===== src/rtl/data_type_pkg.sv =====
// Shared types for the bfloat16 FPU issuer: opcodes, FSM states and the packed
// response record that travels through the response FIFO.
package data_type_pkg;

    localparam logic [3:0] OP_ADD = 4'd0;
    localparam logic [3:0] OP_SUB = 4'd1;
    localparam logic [3:0] OP_MUL = 4'd2;
    localparam logic [3:0] OP_DIV = 4'd3;

    typedef enum logic [1:0] {
        IDLE = 2'd0,
        EXEC = 2'd1,
        DONE = 2'd2
    } state_e;

    typedef struct packed {
        logic [15:0] data;
        logic [3:0]  tag;
        logic        div_zero;
        logic        overflow;
        logic        illegal;
    } rsp_t;

    localparam int RSP_W = $bits(rsp_t);

    function automatic logic is_legal_op(input logic [3:0] op);
        return (op == OP_ADD) || (op == OP_SUB) || (op == OP_MUL) || (op == OP_DIV);
    endfunction

    function automatic logic rsp_is_err(input rsp_t r);
        return r.div_zero | r.overflow | r.illegal;
    endfunction

endpackage


===== src/rtl/fpu_issuer_fifo.sv =====
// Synchronous response FIFO with occupancy count; the head reads as zero when
// empty so downstream fields are quiet whenever nothing is presented.
module fpu_rsp_fifo #(
    parameter int DEPTH = 4,
    parameter int WIDTH = 23
) (
    input  logic                       clk,
    input  logic                       rst_n,
    input  logic                       push_i,
    input  logic [WIDTH-1:0]           data_i,
    input  logic                       pop_i,
    output logic [WIDTH-1:0]           data_o,
    output logic                       valid_o,
    output logic [$clog2(DEPTH):0]     count_o
);

    localparam int AW = $clog2(DEPTH);
    localparam int CW = AW + 1;

    logic [WIDTH-1:0] mem_q [DEPTH];
    logic [AW-1:0]    wr_ptr_q, wr_ptr_d;
    logic [AW-1:0]    rd_ptr_q, rd_ptr_d;
    logic [CW-1:0]    count_q, count_d;
    logic             do_push, do_pop;

    assign do_pop  = pop_i && (count_q != '0);
    // A push into a full FIFO is only allowed when the head leaves in the same cycle.
    assign do_push = push_i && ((count_q != CW'(DEPTH)) || do_pop);

    always_comb begin
        wr_ptr_d = wr_ptr_q;
        rd_ptr_d = rd_ptr_q;
        count_d  = count_q;
        if (do_push) begin
            wr_ptr_d = wr_ptr_q + 1'b1;
        end
        if (do_pop) begin
            rd_ptr_d = rd_ptr_q + 1'b1;
        end
        case ({do_push, do_pop})
            2'b10:   count_d = count_q + 1'b1;
            2'b01:   count_d = count_q - 1'b1;
            default: count_d = count_q;
        endcase
    end

    always_ff @(posedge clk or negedge rst_n) begin
        if (!rst_n) begin
            wr_ptr_q <= '0;
            rd_ptr_q <= '0;
            count_q  <= '0;
        end else begin
            wr_ptr_q <= wr_ptr_d;
            rd_ptr_q <= rd_ptr_d;
            count_q  <= count_d;
        end
    end

    always_ff @(posedge clk) begin
        if (do_push) begin
            mem_q[wr_ptr_q] <= data_i;
        end
    end

    assign valid_o = (count_q != '0);
    assign data_o  = valid_o ? mem_q[rd_ptr_q] : '0;
    assign count_o = count_q;

endmodule


===== src/rtl/fpu_issuer.sv =====
// Issues one bfloat16 request at a time to an external combinational FPU and
// queues the tagged result (or an illegal-opcode marker) in a response FIFO.
//
// state | meaning
// IDLE  | ready for a request when the response FIFO has room
// EXEC  | operands on the FPU inputs; result and flags captured this cycle
// DONE  | response pushed into the FIFO
module fpu_issuer
    import data_type_pkg::*;
#(
    parameter int RSP_DEPTH = 4
) (
    input  logic        clk,
    input  logic        rst_n,
    input  logic        req_valid_i,
    output logic        req_ready_o,
    input  logic [3:0]  req_op_i,
    input  logic [15:0] req_a_i,
    input  logic [15:0] req_b_i,
    input  logic [3:0]  req_tag_i,
    output logic [3:0]  fpu_op_o,
    output logic [15:0] fpu_in1_o,
    output logic [15:0] fpu_in2_o,
    input  logic [15:0] fpu_out_i,
    input  logic        fpu_div_zero_err_i,
    input  logic        fpu_overflow_i,
    output logic        rsp_valid_o,
    input  logic        rsp_ready_i,
    output logic [15:0] rsp_data_o,
    output logic [3:0]  rsp_tag_o,
    output logic        rsp_div_zero_o,
    output logic        rsp_overflow_o,
    output logic        rsp_illegal_o,
    output logic        busy_o,
    output logic [7:0]  err_cnt_o
);

    localparam int CW = $clog2(RSP_DEPTH) + 1;

    state_e         state_q, state_d;
    logic [3:0]     op_q;
    logic [15:0]    a_q, b_q;
    logic [3:0]     tag_q;
    logic [15:0]    data_q;
    logic           dz_q, ovf_q, ill_q;
    logic [7:0]     err_cnt_q;

    logic [CW-1:0]    fifo_count;
    logic [RSP_W-1:0] fifo_head_raw;
    logic             fifo_valid;
    logic             fifo_room;
    logic             accept;
    logic             push;
    rsp_t             push_rsp;
    rsp_t             head;

    assign fifo_room = (fifo_count < CW'(RSP_DEPTH));

    always_comb begin
        state_d     = state_q;
        req_ready_o = 1'b0;
        accept      = 1'b0;
        push        = 1'b0;
        fpu_op_o    = '0;
        fpu_in1_o   = '0;
        fpu_in2_o   = '0;
        case (state_q)
            IDLE: begin
                req_ready_o = fifo_room;
                accept      = req_valid_i && fifo_room;
                if (accept) begin
                    state_d = is_legal_op(req_op_i) ? EXEC : DONE;
                end
            end
            EXEC: begin
                fpu_op_o  = op_q;
                fpu_in1_o = a_q;
                fpu_in2_o = b_q;
                state_d   = DONE;
            end
            DONE: begin
                push    = 1'b1;
                state_d = IDLE;
            end
            default: state_d = IDLE;
        endcase
    end

    always_ff @(posedge clk or negedge rst_n) begin
        if (!rst_n) begin
            state_q <= IDLE;
        end else begin
            state_q <= state_d;
        end
    end

    // Illegal opcodes skip EXEC, so their result fields are settled at accept.
    always_ff @(posedge clk or negedge rst_n) begin
        if (!rst_n) begin
            op_q   <= '0;
            a_q    <= '0;
            b_q    <= '0;
            tag_q  <= '0;
            data_q <= '0;
            dz_q   <= 1'b0;
            ovf_q  <= 1'b0;
            ill_q  <= 1'b0;
        end else begin
            if (accept) begin
                op_q   <= req_op_i;
                a_q    <= req_a_i;
                b_q    <= req_b_i;
                tag_q  <= req_tag_i;
                data_q <= '0;
                dz_q   <= 1'b0;
                ovf_q  <= 1'b0;
                ill_q  <= !is_legal_op(req_op_i);
            end
            if (state_q == EXEC) begin
                data_q <= fpu_out_i;
                dz_q   <= fpu_div_zero_err_i;
                ovf_q  <= fpu_overflow_i;
            end
        end
    end

    assign push_rsp = '{data: data_q, tag: tag_q, div_zero: dz_q, overflow: ovf_q, illegal: ill_q};

    always_ff @(posedge clk or negedge rst_n) begin
        if (!rst_n) begin
            err_cnt_q <= '0;
        end else if (push && rsp_is_err(push_rsp) && (err_cnt_q != 8'hFF)) begin
            err_cnt_q <= err_cnt_q + 8'd1;
        end
    end

    fpu_rsp_fifo #(
        .DEPTH (RSP_DEPTH),
        .WIDTH (RSP_W)
    ) u_rsp_fifo (
        .clk     (clk),
        .rst_n   (rst_n),
        .push_i  (push),
        .data_i  (push_rsp),
        .pop_i   (rsp_valid_o && rsp_ready_i),
        .data_o  (fifo_head_raw),
        .valid_o (fifo_valid),
        .count_o (fifo_count)
    );

    assign head           = rsp_t'(fifo_head_raw);
    assign rsp_valid_o    = fifo_valid;
    assign rsp_data_o     = head.data;
    assign rsp_tag_o      = head.tag;
    assign rsp_div_zero_o = head.div_zero;
    assign rsp_overflow_o = head.overflow;
    assign rsp_illegal_o  = head.illegal;
    assign busy_o         = (state_q != IDLE);
    assign err_cnt_o      = err_cnt_q;

endmodule


===== config.mk =====
export PLATFORM = sky130hd
export DESIGN_NAME = fpu_issuer
export DESIGN_NICKNAME = d
export VERILOG_FILES = /design/src/rtl/data_type_pkg.sv /design/src/rtl/fpu_issuer_fifo.sv /design/src/rtl/fpu_issuer.sv
export SDC_FILE = /design/constraint.sdc
export NUM_CORES = 1
export LEC_CHECK = 0
export ABC_AREA = 1
export CAP_MARGIN = 5
export CORE_MARGIN = 5
export CORE_UTILIZATION = 53
export DETAILED_ROUTE_END_ITERATION = 16
export PLACE_DENSITY = 0.9
export REMOVE_ABC_BUFFERS = 1
export SLEW_MARGIN = 20
export SYNTH_ARGS = -nofsm -noshare
export SYNTH_HDL_FRONTEND = slang
export SYNTH_SLANG_ARGS = --single-unit

===== constraint.sdc =====
create_clock -name clk -period 2.4 [get_ports clk]
set_input_delay 0.72 -clock clk [delete_from_list [all_inputs] [get_ports clk]]
set_output_delay 0.72 -clock clk [all_outputs]
set_load 0.01 [all_outputs]

==> impl.org <==
** Status
- Status :: finished with violations
- The checks that failed: negative setup slack.

** CTS
- No sink is reached through more buffers than the 2 on the longest clock path.
- TritonCTS built the clock tree.
- After clock tree synthesis, the flow added hold-fix buffers numbering 0.
- TritonCTS Sinks :: 168
- TritonCTS created 17 clock buffers.
- Clock root buffer :: clkbuf_16
- Worst-Skew Late Latency :: between 400 and 500 ps
- Clock Pin Slew Worst Setup and Hold Paths :: 60 ps
- In this run the number of H-tree levels came out at 4.

** Floorplanning
- Die height :: about 130 um
- The die covers 0.0164 sq mm.
- During I/O placement, the number of pins put on the boundary was between 100 and 150.
- Count of standard-cell rows :: 43
- Effective utilization at floorplan :: 0.535
- The floorplan step defined a core boundary enclosing 0.0138 sq mm.
- Width of the die :: 128 um

** GRT
- The initial antenna violation count was 0.
- Entering global routing, the biggest net connects 74 pins.
- Wire length of the first global-routing pass :: 28200 um
- Leftover overflow at the end of global routing :: 0
- Total global routing track utilization :: 0.221
- Number of global-route vias before repair :: 5673

** Detailed routing
- Detailed-route vias per instance :: 5.24
- Number of detailed-route iterations in the first pass :: 5
- Drc violations :: 0
- Post-DR wirelength/cell :: 17.3 um
- The first routing iteration left roughly 420 violations.
- Antenna-violating nets left :: 0
- The routed design has around 18000 um of wire.
- Across all layers, the routed design uses 5482 vias.

** Pwr
- After layout, the design draws a total of 0.0117 W.
- Combinational cell fraction of total power :: 0.401
- Fraction of power consumed by sequential logic :: 0.371
- Internal power comes to 0.00755 W.
- Power per cell area :: roughly 1200 mW/mm^2
- NetSw :: 0.00417 W
- Static Leakage :: 4.22 nW
- The share of total power dissipated in the clock network is 0.228.
- Worst supply voltage drop on vdd :: slightly above 0.0006 V
- Of the total power, the share spent switching nets is 0.356.

** STA
- Normalized max-slew margin :: 0.621
- Fin crit share :: 1.04
- The number of pins exceeding their max-slew limit in the final report was 0.
- Worst-margin pin slew :: 569 ps
- Static timing analysis puts the maximum clock frequency at ~400 MHz.
- Setup repair after global routing could not meet its margin everywhere.
- Clock skew on the completed layout was measured at 6.27 ps.
- The count of final hold-check violations is 0.
- Min Hold Slack :: ~280 ps
- Final critical delay including setup and external delays :: 2500 ps
- Final worst-path setup slack :: -98.0 ps
- Setup-failing EPs final :: 3

** Cells and area
- # nets final :: 923
- The library cell used most frequently in the layout, excluding fill and tap cells, is nor2_1.
- For this run, the share of the core covered by cells in the final layout is 0.709.
- Total non-filler cell area in the finished layout :: 0.00976 sq mm
- Number of diodes :: 0
- Commonest cells after routing, fill and taps aside :: nor2_1, edfxtp_1, nand2_1
- The area growth from synthesis to layout is 32.6%.
- Post-route non-filler standard cell count :: around 1.0k
- Of the cells placed in the final design, the portion with a size suffix greater than 1 is 0.247.

** Worst setup path
- Cell count of the worst reg-to-reg path :: 11
- The slowest stage of the critical path is the dfrtp_2 cell.
- The endpoint identified for the worst register-to-register timing path is u_rsp_fifo.count_o[2].
- The critical path is of the flip-flop to output pin type.
- Worst-path fanout max :: 8
- Kind of capture point of the worst setup path :: output pin
- Required arrival time at the worst endpoint :: approximately 1700 ps
- Reg-to-reg setup timing slack :: 380 ps
- STA classifies the critical path startpoint as a flip-flop.
- Data on the critical path arrives at its endpoint at 1780 ps.
- The worst register-to-register path begins at u_rsp_fifo.count_o[0].
- Cell breakdown of the critical path :: buf_6, buf_12, nor2_4, nor2_2, o21ai_1, a21oi_2, buf_2
- In this design, the stage delay of the slowest critical-path cell is 410 ps.

** Logic synthesis
- Synthesis instantiated 25 different standard cells from the library.
- The share of synthesized area in the top cell type comes to 0.375.
- Post-synthesis register bit count :: between 150 and 200
- The cell area that synthesis handed to floorplanning was 0.00736 sq mm.
- Fraction of the yosys area taken by sequential cells :: 0.633
- Mean cell area of the mapped netlist :: 10.5 sq um
- edfxtp_1 takes more of the synthesized area than any other cell.
- Count of mapped cells out of synthesis :: 702
- Top cells by area, synth :: edfxtp_1, dfrtp_1, nor2_1
- Number of warnings printed during yosys synthesis :: 0

** Run
- Max-cap viol count :: 0

** Placement
- Gp weighted congestion :: 0.777
- In this run the cell area measured after placement is about 0.009 sq mm.
- Once detailed placement completed, the half-perimeter wirelength came to 10800 um.
- Cells after DPL :: 1007
- Number of buffer cells added on primary ports :: 131

** Min path
- Hold/Removal Path Class :: primary input to asynchronous set/reset pin
==> sequential cells by signal (all words and copies together) (netlist names), 2 cells and up <==
signal / cells
a_q: 16
b_q: 16
data_q: 16
err_cnt_o: 8
op_q: 4
state_q: 2
tag_q: 4
u_rsp_fifo.count_o: 3
u_rsp_fifo.mem_q: 92
u_rsp_fifo.rd_ptr_q: 2
u_rsp_fifo.wr_ptr_q: 2
==> layout make-up <==
type,count,area (sq um)
fill,936,4010
timing repair buffer,167,1680
multi-input combinational,435,2350
clock inverter,10,130
tap,180,225
sequential,168,4670
inverter,65,269
clock buffer,22,444
==> worst max-delay path: cells and delay by family, from the launching register on <==
family | cells | cell delay, ps
buffers and inverters | 3 | 470
AOI/OAI and AO/OA | 2 | 310
and+or+nand+nor | 2 | 150
DFF | 1 | 410
==> power by group through the flow <==
| stage | Clock (W) | Sequential (W) | Combinational [W] |
|---|---|---|---|
| floorplan | 0 | 0.00436 | 0.00224 |
| global placement | 0 | 0.00430 | 0.00420 |
| detailed placement | 0 | 0.00436 | 0.00434 |
| CTS | 0.00270 | 0.00432 | 0.00430 |
| global route | 0.00285 | 0.00443 | 0.00517 |
| finish | 0.00267 | 0.00435 | 0.00470 |
==> routing by layer <==
metal,GRT usage,share of wire,routed length (um)
met1,0.256,0.38,6940
met2,0.386,0.52,9340
met3,0.0675,0.080,1450
met4,0.0868,0.021,375
met5,0,0,0
==> timing repair <==
item / CTS / global route
buffers inserted: 3 / 0
pin swaps: 10 / 43
hold endpoints to repair: 0 / 0
endpoints found under the setup margin: 61 / 30
gates cloned: 1 / 4
resized for setup: 150 / 84
==> cells in the mapped netlist, drive strengths merged <==
cell type,count
a21oi,26
buf,31
clkbuf,3
clkinv,1
dfrtp,76
edfxtp,92
fa,1
ha,6
inv,64
nand2,114
nand3,42
nor2,153
o21ai,85
or2,1
xnor2,3
xor2,4
==> worst max-delay path by stage <==
stage,startpoint,end,cells after the start
2_1_floorplan,u_rsp_fifo.rd_ptr_q[0],rsp_data_o[0],3
5_1_grt,u_rsp_fifo.rd_ptr_q[0],rsp_tag_o[1],7
3_3_place_gp,rsp_ready_i,u_rsp_fifo.count_o[2],10
4_1_cts,u_rsp_fifo.rd_ptr_q[0],rsp_data_o[4],6
3_5_place_dp,rsp_ready_i,u_rsp_fifo.count_o[2],10
6_report,u_rsp_fifo.rd_ptr_q[0],rsp_tag_o[1],7
==> logic make-up (layout without fill, tap and decap cells) <==
| logic type | Yosys count | after routing | synth area share |
|---|---|---|---|
| AOI/OAI and AO/OA | 111 | 111 | 0.0918 |
| xor gates and xnor gates | 7 | 7 | 0.00833 |
| adders and majority gates | 7 | 7 | 0.0129 |
| buffers and inverters | 99 | 264 | 0.0734 |
| DFF | 168 | 168 | 0.633 |
| and+or+nand+nor | 310 | 310 | 0.180 |
==> per-stage QoR <==
| stage | TNS, ps | setup slack [ps] |
|---|---|---|
| 5_1_grt | -1550 | -140 |
| 4_1_cts | -18.9 | -18.9 |
| 6_report | -118 | -98.0 |
| 3_5_place_dp | -177 | -169 |
| 3_3_place_gp | -107 | -107 |
| 2_1_floorplan | -3790 | -174 |
No activity file was read; power rests on OpenSTA's default activity.
